### src/rtl/pll_seq_pkg.sv
// pll_seq_pkg: shared state encoding, default timing constants and helpers for pll_reset_sequencer
package pll_seq_pkg;
    localparam logic [2:0] ST_PLL_RST   = 3'd0;
    localparam logic [2:0] ST_WAIT_LOCK = 3'd1;
    localparam logic [2:0] ST_STABLE    = 3'd2;
    localparam logic [2:0] ST_RUN       = 3'd3;
    localparam logic [2:0] ST_FAIL      = 3'd4;
    typedef enum logic [2:0] {
        S_PLL_RST   = ST_PLL_RST,
        S_WAIT_LOCK = ST_WAIT_LOCK,
        S_STABLE    = ST_STABLE,
        S_RUN       = ST_RUN,
        S_FAIL      = ST_FAIL
    } state_t;
    localparam int DEF_RST_CYCLES    = 16;
    localparam int DEF_LOCK_TIMEOUT  = 1200;
    localparam int DEF_STABLE_CYCLES = 120;
    localparam int DEF_MAX_RETRIES   = 3;
    localparam int LOSS_CNT_W        = 8;
    function automatic int max3(input int a, input int b, input int c);
        int m;
        m = (a > b) ? a : b;
        return (m > c) ? m : c;
    endfunction
endpackage

### src/rtl/pll_lock_sync.sv
// pll_lock_sync: 2-flop synchronizer for an asynchronous status input
//   i_clk   destination clock
//   i_rst_n asynchronous active-low reset, clears both flops
//   i_async asynchronous input
//   o_sync  synchronized output, two i_clk edges of latency
module pll_lock_sync (
    input  logic i_clk,
    input  logic i_rst_n,
    input  logic i_async,
    output logic o_sync
);
    logic r_meta, r_sync;
    always_ff @(posedge i_clk or negedge i_rst_n) begin
        if (!i_rst_n) {r_sync, r_meta} <= 2'b00;
        else          {r_sync, r_meta} <= {r_meta, i_async};
    end
    assign o_sync = r_sync;
endmodule

### src/rtl/pll_reset_sequencer.sv
// pll_reset_sequencer: PLL reset/lock supervisor that releases system reset after stable lock
//   ref_clk    12 MHz reference clock
//   rst_n      asynchronous active-low reset
//   pll_locked PLL LOCK, asynchronous to ref_clk
//   pll_resetb PLL RESETB, active low
//   sys_rst_n  system reset, active low
//   ready      high in RUN
//   fail       high once every lock attempt has timed out
//   retry_cnt  timed-out attempts in the current bring-up
//   loss_cnt   saturating lock-loss count, built only with PLL_RESET_SEQUENCER_LOSS_COUNT_EN
module pll_reset_sequencer
    import pll_seq_pkg::*;
#(
    parameter int RST_CYCLES    = DEF_RST_CYCLES,
    parameter int LOCK_TIMEOUT  = DEF_LOCK_TIMEOUT,
    parameter int STABLE_CYCLES = DEF_STABLE_CYCLES,
    parameter int MAX_RETRIES   = DEF_MAX_RETRIES
) (
    input  logic                  ref_clk,
    input  logic                  rst_n,
    input  logic                  pll_locked,
    output logic                  pll_resetb,
    output logic                  sys_rst_n,
    output logic                  ready,
    output logic                  fail,
    output logic [1:0]            retry_cnt,
    output logic [LOSS_CNT_W-1:0] loss_cnt
);
    localparam int CNT_W = $clog2(max3(RST_CYCLES, LOCK_TIMEOUT, STABLE_CYCLES)) + 1;
    localparam logic [CNT_W-1:0] RST_LAST    = CNT_W'(RST_CYCLES - 1);
    localparam logic [CNT_W-1:0] TO_LAST     = CNT_W'(LOCK_TIMEOUT - 1);
    localparam logic [CNT_W-1:0] STABLE_LAST = CNT_W'(STABLE_CYCLES - 1);
    localparam logic [1:0]       RETRY_MAX   = 2'(MAX_RETRIES);

    logic             w_locked_s;
    state_t           r_state, w_next;
    logic [CNT_W-1:0] r_cnt, w_cnt_next;
    logic [1:0]       r_retry, w_retry_next;
    logic             r_pll_resetb, r_run, r_fail;

    pll_lock_sync u_lock_sync (
        .i_clk   (ref_clk),
        .i_rst_n (rst_n),
        .i_async (pll_locked),
        .o_sync  (w_locked_s)
    );

    // Lock is tested before the timeout so a lock arriving on the last cycle wins.
    always_comb begin
        w_next       = r_state;
        w_retry_next = r_retry;
        case (r_state)
            S_PLL_RST:   if (r_cnt == RST_LAST) w_next = S_WAIT_LOCK;
            S_WAIT_LOCK: begin
                if (w_locked_s) w_next = S_STABLE;
                else if (r_cnt == TO_LAST) begin
                    if (r_retry == RETRY_MAX) w_next = S_FAIL;
                    else begin
                        w_next       = S_PLL_RST;
                        w_retry_next = r_retry + 2'd1;
                    end
                end
            end
            S_STABLE: begin
                if (!w_locked_s) w_next = S_WAIT_LOCK;
                else if (r_cnt == STABLE_LAST) begin
                    w_next       = S_RUN;
                    w_retry_next = 2'd0;
                end
            end
            S_RUN:   if (!w_locked_s) w_next = S_PLL_RST;
            S_FAIL:  w_next = S_FAIL;
            default: w_next = S_PLL_RST;
        endcase
        // RUN and FAIL never time anything, so the counter idles at zero there.
        w_cnt_next = (w_next != r_state || r_state == S_RUN || r_state == S_FAIL) ? '0 : r_cnt + 1'b1;
    end

    // Outputs are decoded from the next state so they move on the same edge as the state.
    always_ff @(posedge ref_clk or negedge rst_n) begin
        if (!rst_n) begin
            r_state      <= S_PLL_RST;
            r_cnt        <= '0;
            r_retry      <= 2'd0;
            r_pll_resetb <= 1'b0;
            r_run        <= 1'b0;
            r_fail       <= 1'b0;
        end else begin
            r_state      <= w_next;
            r_cnt        <= w_cnt_next;
            r_retry      <= w_retry_next;
            r_pll_resetb <= (w_next == S_WAIT_LOCK) || (w_next == S_STABLE) || (w_next == S_RUN);
            r_run        <= (w_next == S_RUN);
            r_fail       <= (w_next == S_FAIL);
        end
    end

`ifdef PLL_RESET_SEQUENCER_LOSS_COUNT_EN
    logic                  w_loss_inc;
    logic [LOSS_CNT_W-1:0] r_loss;
    assign w_loss_inc = (r_state == S_RUN) && !w_locked_s;
    always_ff @(posedge ref_clk or negedge rst_n) begin
        if (!rst_n)                          r_loss <= '0;
        else if (w_loss_inc && r_loss != '1) r_loss <= r_loss + 1'b1;
    end
    assign loss_cnt = r_loss;
`else
    assign loss_cnt = '0;
`endif

    assign pll_resetb = r_pll_resetb;
    assign sys_rst_n  = r_run;
    assign ready      = r_run;
    assign fail       = r_fail;
    assign retry_cnt  = r_retry;
endmodule

### config.mk
export PLATFORM = sky130hd
export DESIGN_NAME = pll_reset_sequencer
export DESIGN_NICKNAME = d
export VERILOG_FILES = /design/src/rtl/pll_seq_pkg.sv /design/src/rtl/pll_lock_sync.sv /design/src/rtl/pll_reset_sequencer.sv
export SDC_FILE = /design/constraint.sdc
export NUM_CORES = 1
export LEC_CHECK = 0
export BUFFER_PORTS_ARGS = -buffer_cell sky130_fd_sc_hd__buf_4
export CORE_UTILIZATION = 35
export CTS_CLUSTER_SIZE = 14
export DETAILED_ROUTE_END_ITERATION = 10
export PLACE_DENSITY_LB_ADDON = 0.15
export SLEW_MARGIN = 20
export SYNTH_ARGS = -nofsm -noshare
export SYNTH_HDL_FRONTEND = slang
export SYNTH_SLANG_ARGS = --single-unit
### constraint.sdc
create_clock -name ref_clk -period 3 [get_ports ref_clk]
set_input_delay 0.3 -clock ref_clk [delete_from_list [all_inputs] [get_ports ref_clk]]
set_output_delay 0.3 -clock ref_clk [all_outputs]
set_load 0.01 [all_outputs]
# Yosys cells after proc, flatten, opt, wreduce, memory -nomap -nowiden
# Cells that the tools add are included.
# word_totals
regBits	22
latch_bits	0
ramBits	0
romBits	0
input_bits	3
n_memories	0
# op_classes
n_addsub	2
n_mul	0
n_div	0
n_lt_le_gt_ge	0
n_eq_ne	18
shift	0
muxes	15
bitwise_logic	0
n_reduce_logical	7
# op_table
operator	n
2-to-1 mux 3 bit	7
one-hot mux 3 bit (5 select lines)	1
adder 12 x 1 -> 12 bit (second input constant)	1
== test 12 x 11 -> 1 bit (second input constant)	1
== test 12 x 4 -> 1 bit (second input constant)	1
== test 12 x 7 -> 1 bit (second input constant)	1
== test 3 x 2 -> 1 bit (second input constant)	4
2-to-1 mux 12 bit	1
2-to-1 mux 2 bit	5
inequality test 2 bit (second input constant)	4
== test 3 x 1 -> 1 bit (second input constant)	2
== test 3 bit (second input constant)	2
AND reduction 6 bit	1
logical OR 1 bit	4
one-hot mux 2 bit (2 select lines)	1
logical NOT 3 bit	1
inequality test 3 bit	1
adder 2 x 1 -> 2 bit (second input constant)	1
== test 2 bit (second input constant)	1
inequality test 2 x 1 -> 1 bit (second input constant)	1
nonzero test 2 bit	1

# Longest topological paths before layout
# Gate-level depths: netlist of the first run.
# depth
word_depth	9
depth_mapped	8
mapped_depth_nobuf	6

# By module
# From an unflattened synthesis of the first run, not the netlist that was laid out.
# hier_totals
cells_unflattened	121
area_unflattened_um2	1199.9
# by_module_without_submodules
module	instances	cells_per_inst	area_per_inst_um2	seq_area_each_um2
pll_reset_sequencer	1	119	1149.9	500.5
pll_lock_sync	1	2	50.0	50.0

# Least setup slack after synthesis of the first run
# Ideal clock, no wire load.
# synth_path
path_kind	register -> register
start	register r_state[2]
end	register r_cnt[2]
setup_time_ps	119
arrival_ps	2065
required_time_ps	2881
setup_slack_ps	816
path_stages_with_launch	7
path_buffers	1
cell_sequence	dfrtp_1 or3b_1 or4_4 a2111oi_4 a2bb2oi_2 buf_6 nor2_1
# synth_between
elab_chain_cells	7
elab_cells_between_ends	16
cone_classes	eq/ne: 5; mux: 8; reduce/logical: 3
# synth_rtl
item	line	rtl
start: declaration	pll_reset_sequencer.sv:36	state_t r_state, w_next;
start signal: assignment	pll_reset_sequencer.sv:89	r_state <= w_next;
2-to-1 mux 3 bit, on equally long branches	pll_reset_sequencer.sv:66, pll_reset_sequencer.sv:56	
2-to-1 mux 3 bit, on equally long branches	pll_reset_sequencer.sv:65, pll_reset_sequencer.sv:55	
one-hot mux 3 bit (5 select lines)	pll_reset_sequencer.sv:52	case (r_state)
inequality test 3 bit	pll_reset_sequencer.sv:76	w_cnt_next = (w_next != r_state || r_state == S_RUN || r_state == S_FAIL) ? '0 : r_cnt + 1'b1;
logical OR 1 bit	pll_reset_sequencer.sv:76	
logical OR 1 bit *	pll_reset_sequencer.sv:76	
2-to-1 mux 12 bit *	pll_reset_sequencer.sv:76	
named net w_cnt_next[2]	pll_reset_sequencer.sv:37	logic [CNT_W-1:0] r_cnt, w_cnt_next;
end signal: assignment	pll_reset_sequencer.sv:90	r_cnt <= w_cnt_next;
end: declaration	pll_reset_sequencer.sv:37	
# The timed path passes the listed nets; every way through them passes the cells marked *.
# A chain may end at the register's enable or synchronous reset.

# Worst setup path in the final report of the first run
# layout_path
start	register r_state[0]
end	register r_cnt[5]
# The elaborated chain is that of the path after synthesis.

==> impl_metrics.yaml, run 1 <==
run_status:
  status: "finished, final reports clean"
place:
  gp_congestion: 0.8146
  dp_cells: 163
  hpwl_mm: 1.369
  io_buffer_count: 8
final_layout:
  nets: 130
  diodes: 0
  fill_cells: 325
  fin_util_pct: 41.09
  area.growth.synth_to_final_pct: 10.16
  final_layout_size_suffix_gt1_share_pct: 13.71
  final_cells: 168
power:
  power_frac_comb_pct: 25.4
  swShare_pct: 31.59
  p_clk_share_pct: 27.2
  power_density_nw_per_um2: 657.3
  ir_worst_vdd_v: 0.0002631
  internal_power_mw: 0.5732
  seqPwrFrac_pct: 47.4
  switchingPower_mw: 0.2648
  leakage_nw: 0.5991
sta:
  rsz0062_at_grt: "false"
  tightest_slew_ns: 0.5152
  hold_ws_ns: 0.08865
  hold_viol_final: 0
  slew_headroom_pct: 65.62
  period_minus_slack_ns: 2.495
  setup_viol: 0
  fmax_mhz: 400.8
  period_share_pct: 83.17
  finClkSkew_ns: 0.004781
  slew_viol_final: 0
  fin_setup_tns_ns: 0
grt:
  grtUsageMet3_pct: 4.585
  grtUsageTotal_pct: 13.12
  grt_pass1_vias: 751
  gr-total-overflow: 0
  grt_pass1_wl_mm: 3.408
  grt_use_met1_pct: 17.74
  antenna_found_initial: 0
  grt-busiest-layer: "met2"
  grt_start_max_net_pins: 23
  grt.met2_usage_pct: 19.74
drt:
  post_drt_wl_per_cell_um: 11.71
  drc: 0
  vias: 811
  viasPerCell: 4.827
  ant_nets: 0
  wirelength_mm: 1.968
  drtIter0Drc: 27
  dr.pass1.iters: 4
clock_network:
  root_buffer: "clkbuf_4"
  cts_tree: "built"
  clk_latency_ns: 0.31
  clock_sink_count: 22
  cts_buffers: 3
  cts_buffer_depth: 2
  ctsResizeCount: 0
  htreeDepth: 1
  clkTransAtPathRegs_ns: 0.12
critical_path:
  worstPathCellList: "or3b_1 -> or4_4 -> a2111oi_4 -> a2bb2oi_2 -> nor2_1"
  path_class: "reg -> reg"
  cp_slowest_cell: "or4_4"
  worst_ep_required_time_ns: 3.19
  cp_num_buf_inv: 0
  critical_path_arrival_ns: 2.68
  worst_setup_path_start_kind: "register"
  endpoint_kind: "register"
  crit_family: "simple AND/OR/NAND/NOR gates"
  slowest_delay_ns: 0.51
  cp_max_fo: 12
synth:
  synth.mux.area_fraction_pct: 0.8649
  ys_seq_elements: 22
  syn-cell-area_um2: 1157
  synthAdderAreaFrac_pct: 2.162
  yosys_warnings: 0
  synth-xor-area-share_pct: 7.568
  avgSynthCellArea_um2: 9.977
  synth_cell_types: 36
  synth_cells: 116
  synth-seq-area-share_pct: 47.57
  synth_simple_gate_area_share_pct: 24.22
  synth-compound-area-share_pct: 8.865
  synth_top_family_by_area: "simple AND/OR/NAND/NOR gates"
die:
  die_area_um2: 3541
  die_w_um: 59.51
  die_h_um: 59.51
  rows: 20
  ios: 17
  fp.coreArea_um2: 3103
  start_util_pct: 37.30
flow_run:
  cap_violations: 0
min_path:
  hold_class: "in -> reg"
[final timing paths]
check / start / end / slack [ns] / cells after the start
max: r_state[0]$_DFF_PN0_ / r_cnt[5]$_DFF_PN0_ / 0.50 / 5
max reg2reg: r_state[0]$_DFF_PN0_ / r_cnt[5]$_DFF_PN0_ / 0.50 / 5
min reg2reg: u_lock_sync.r_meta$_DFF_PN0_ / u_lock_sync.o_sync$_DFF_PN0_ / 0.37 / 0
max in group asynchronous: rst_n / r_cnt[4]$_DFF_PN0_ / 2.38 / 2
min in group asynchronous: rst_n / r_cnt[3]$_DFF_PN0_ / 0.40 / 2
min: pll_locked / u_lock_sync.r_meta$_DFF_PN0_ / 0.09 / 1
[sequential cells by signal (all words and copies together), names as in the netlist]
register	cells
u_lock_sync.o_sync	1
retry_cnt	2
r_cnt	12
r_state	3
u_lock_sync.r_meta	1
pll_resetb	1
fail	1
ready	1
[kinds of logic after synthesis]
group,count (synthesis)
xor gates and xnor gates,10
DFF,22
muxes,1
adders and majority gates,2
AOI/OAI and AO/OA,11
and+or+nand+nor,54
other,1
buffers and inverters,15
[cell type report]
cell class / instances / area, µm² / share of cell area [%]
Clock buffer: 3 / 22.52 / 1.766
Clock inverter: 1 / 30.03 / 2.355
Inverter: 3 / 11.26 / 0.8832
Multi-Input combinational cell: 86 / 535.5 / 42.00
Sequential cell: 22 / 550.5 / 43.18
Tap cell: 44 / 55.05 / 4.318
Timing Repair Buffer: 9 / 70.07 / 5.496
[layout by cell type (no fill, tap or decap)]
cell           netlist  layout
nor3_1               3       3
dlygate4sd3_1        0       1
nand3_1              5       5
bufinv_16            0       1
mux2i_1              1       1
nand2b_1             1       1
nor2b_1              2       2
a41oi_1              1       1
conb_1               1       8
inv_1                3       3
nand3b_1             2       2
or4_1                1       1
nand4_1              2       2
o21bai_1             1       1
nor2_1              19      19
or3_1                1       1
clkbuf_4             0       3
a2bb2oi_2            1       1
a21oi_1              3       3
and3_1               3       3
a2111oi_4            1       1
nor3b_1              1       1
nor4_1               1       1
or3b_1               1       1
dfrtp_1             22      22
nand2_1              7       7
or2_2                2       2
xor2_1               7       7
o22ai_1              1       1
xnor2_1              3       3
o21ai_0              1       1
ha_1                 2       2
or4_4                1       1
buf_4                9       8
and4_1               2       2
a311oi_1             1       1
a22o_1               1       1
[per-stage QoR]
stage                     instance area (µm²)  power (mW)  setup slack [ns]
after floorplan                          1184      0.5854            0.8164
after global placement                   1212      0.6184            0.5394
after detailed placement                 1212      0.6174            0.4849
after CTS                                1275      0.8532            0.4611
after global routing                     1275      0.9006            0.3150
final                                    1275      0.8380            0.5048
[synth_stat cells, drive strengths merged]
cell type / instances / area (µm²)
nand4: 2 / 12.51
a2111oi: 1 / 27.53
conb: 1 / 3.750
nor2b: 2 / 12.51
nand2: 7 / 26.28
nor3b: 1 / 7.510
nand2b: 1 / 6.260
a41oi: 1 / 8.760
and3: 3 / 18.77
o21ai: 1 / 5.000
or4: 2 / 18.77
nor2: 19 / 71.32
or2: 2 / 12.51
a21oi: 3 / 15.01
o21bai: 1 / 7.510
ha: 2 / 25.02
a311oi: 1 / 8.760
buf: 10 / 78.82
a2bb2oi: 1 / 15.01
nand3b: 2 / 15.01
or3: 1 / 6.260
nand3: 5 / 25.02
mux2i: 1 / 10.01
nor3: 3 / 15.01
a22o: 1 / 8.760
xnor2: 3 / 26.28
xor2: 7 / 61.31
inv: 3 / 11.26
nor4: 1 / 6.260
and4: 2 / 17.52
clkbuf: 2 / 7.510
dfrtp: 22 / 550.5
o22ai: 1 / 6.260
or3b: 1 / 8.760
[what timing repair did]
| action | in CTS | in global routing |
|---|---|---|
| hold buffers | 1 | 0 |
| hold endpoints to repair | 22 | 0 |
| buffers inserted | 0 | 0 |
[worst register-to-register path, cell delays in order (launching register included)]
cell	delay, ns
dfrtp_1	0.50
or3b_1	0.41
or4_4	0.51
a2111oi_4	0.39
a2bb2oi_2	0.46
nor2_1	0.11
[metal layers]
layer	share of wire (%)	wire [µm]	vias up
li1	-	-	396
met1	50	993	389
met2	43	853	24
met3	5.2	103	2
met4	0.91	18	0
met5	0	0	-
[power groups by stage]
stage,clock network (mW),registers [mW],logic (mW)
after floorplan,0,0.385,0.200
after global placement,0,0.403,0.215
after detailed placement,0,0.404,0.213
after CTS,0.238,0.398,0.218
after global routing,0.250,0.404,0.247
final,0.228,0.397,0.213
(Power assumes the default switching activity.)
==> run 2: changes to the inputs <==
clock period = 2.2 ns   (was 3 ns; I/O delays follow)
==> run 2 against run 1 <==
Compared with the run above:
- core utilization up 3.6 points
- critical endpoint is now r_cnt[9]$_DFF_PN0_
- clock skew fell by 0.0029 ns
- setup slack lost 0.47 ns
==> impl_metrics.yaml, run 2 (synthesis gave the netlist of run 1 again) <==
run_status:
  status: "finished, final reports clean"
sta:
  hold_viol_final: 0
  setup_viol: 0
  finClkSkew_ns: 0.001922
  period_share_pct: 98.27
  slew_viol_final: 0
  period_minus_slack_ns: 2.162
  fmax_mhz: 462.6
  rsz0062_at_grt: "true"
  fin_setup_tns_ns: 0
grt:
  gr-total-overflow: 0
  antenna_found_initial: 0
  grtUsageTotal_pct: 13.40
  grt_pass1_vias: 766
  grt_pass1_wl_mm: 3.463
  grt_start_max_net_pins: 23
drt:
  ant_nets: 0
  vias: 864
  dr.pass1.iters: 4
  wirelength_mm: 2.084
  drtIter0Drc: 17
  post_drt_wl_per_cell_um: 11.51
  viasPerCell: 4.773
  drc: 0
clock_network:
  cts_buffers: 3
  clock_sink_count: 22
  cts_buffer_depth: 2
  clkTransAtPathRegs_ns: 0.12
  htreeDepth: 1
  cts_tree: "built"
  clk_latency_ns: 0.30
  root_buffer: "clkbuf_4"
final_layout:
  area.growth.synth_to_final_pct: 19.78
  layout_common_cells: "22 x dfrtp_1, 19 x buf_4, 16 x nor2_1, 8 x conb_1"
  final_common_cell: "dfrtp_1"
  final_area_um2: 1386
  nets: 143
  largest_reg_flops: 12
  final_layout_size_suffix_gt1_share_pct: 25.55
  diodes: 0
  regMostFlops: "r_cnt"
power:
  internal_power_mw: 0.7742
  ir_worst_vdd_v: 0.0006045
  switchingPower_mw: 0.3839
  swShare_pct: 33.15
  p_clk_share_pct: 18.9
  power_density_nw_per_um2: 835.4
  seqPwrFrac_pct: 44.9
  leakage_nw: 0.6593
  power_mw: 1.158
  power_frac_comb_pct: 36.3
place:
  io_buffer_count: 8
  dpl_cell_area_um2: 1272
  gp_congestion: 0.8435
  hpwl_mm: 1.544
flow_run:
  cap_violations: 0
die:
  die_w_um: 59.51
  ios: 17
  die_h_um: 59.51
  die_area_um2: 3541
  start_util_pct: 37.30
  fp.coreArea_um2: 3103
  rows: 20
critical_path:
  path_class: "reg -> reg"
  critical_path_arrival_ns: 2.37
  endpoint_kind: "register"
  cp_max_fo: 7
  worst_ep_required_time_ns: 2.41
  worst_setup_path_start_kind: "register"
min_path:
  hold_class: "in -> async"
[run 2: power groups by stage]
stage | Combinational (mW) | Sequential (mW) | Clock (mW)
after detailed placement | 0.383 | 0.524 | 0
after global routing | 0.473 | 0.529 | 0.241
after CTS | 0.386 | 0.518 | 0.231
after floorplan | 0.273 | 0.525 | 0
final | 0.420 | 0.520 | 0.218
after global placement | 0.380 | 0.525 | 0
[run 2: per-layer routing]
| metal | global-route usage [%] | routed length, µm | up-vias |
|---|---|---|---|
| li1 | - | - | 421 |
| met1 | 17.22 | 988 | 416 |
| met2 | 21.83 | 977 | 25 |
| met3 | 4.585 | 101 | 2 |
| met4 | 2.990 | 17 | 0 |
| met5 | 0 | 0 | - |
[run 2: what timing repair did]
action	4_1_cts	5_1_grt
pin swaps	0	4
resized for setup	0	8
setup endpoints to repair	10	13
hold buffers	1	1
hold endpoints to repair	22	1
buffers inserted	1	3
[run 2: final timing paths]
| kind | startpoint | end | slack (ns) | cells after the start |
|---|---|---|---|---|
| max | r_state[2]$_DFF_PN0_ | r_cnt[9]$_DFF_PN0_ | 0.04 | 6 |
| min | rst_n | r_cnt[2]$_DFF_PN0_ | 0.32 | 2 |
| max reg2reg | r_state[2]$_DFF_PN0_ | r_cnt[9]$_DFF_PN0_ | 0.04 | 6 |
| min reg2reg | u_lock_sync.r_meta$_DFF_PN0_ | u_lock_sync.o_sync$_DFF_PN0_ | 0.36 | 0 |
| max in group asynchronous | rst_n | r_cnt[10]$_DFF_PN0_ | 1.66 | 2 |
| min in group ref_clk | u_lock_sync.r_meta$_DFF_PN0_ | u_lock_sync.o_sync$_DFF_PN0_ | 0.36 | 0 |
[run 2: cell type report]
| type | instances | area (µm²) |
|---|---|---|
| repair buffers | 22 | 173.9 |
| well taps | 44 | 55.05 |
| flip-flops and latches | 22 | 550.5 |
| inverters | 3 | 11.26 |
| multi-input cells | 86 | 559.3 |
| clock buffers | 4 | 36.28 |
| fillers | 317 | 1717 |
[run 2: through the flow]
step | setup slack, ns | utilization, % | hold slack [ns] | instances
final | 0.03815 | 44.68 | 0.3213 | 181
after global placement | 0.05388 | 41.01 | 0.1300 | 171
after floorplan | 0.01645 | - | -0.07559 | 123
after global routing | -0.04523 | 44.68 | 0.3394 | 181
after detailed placement | -0.001200 | 41.01 | 0.1292 | 171
after CTS | 0.01359 | 42.74 | 0.002869 | 177
[run 2: critical path, cell delays in order (launching register included)]
cell	delay (ns)
dfrtp_1	0.40
or3b_4	0.40
or4_4	0.45
a2111oi_4	0.41
a2bb2oi_2	0.20
buf_6	0.16
nor2_1	0.05
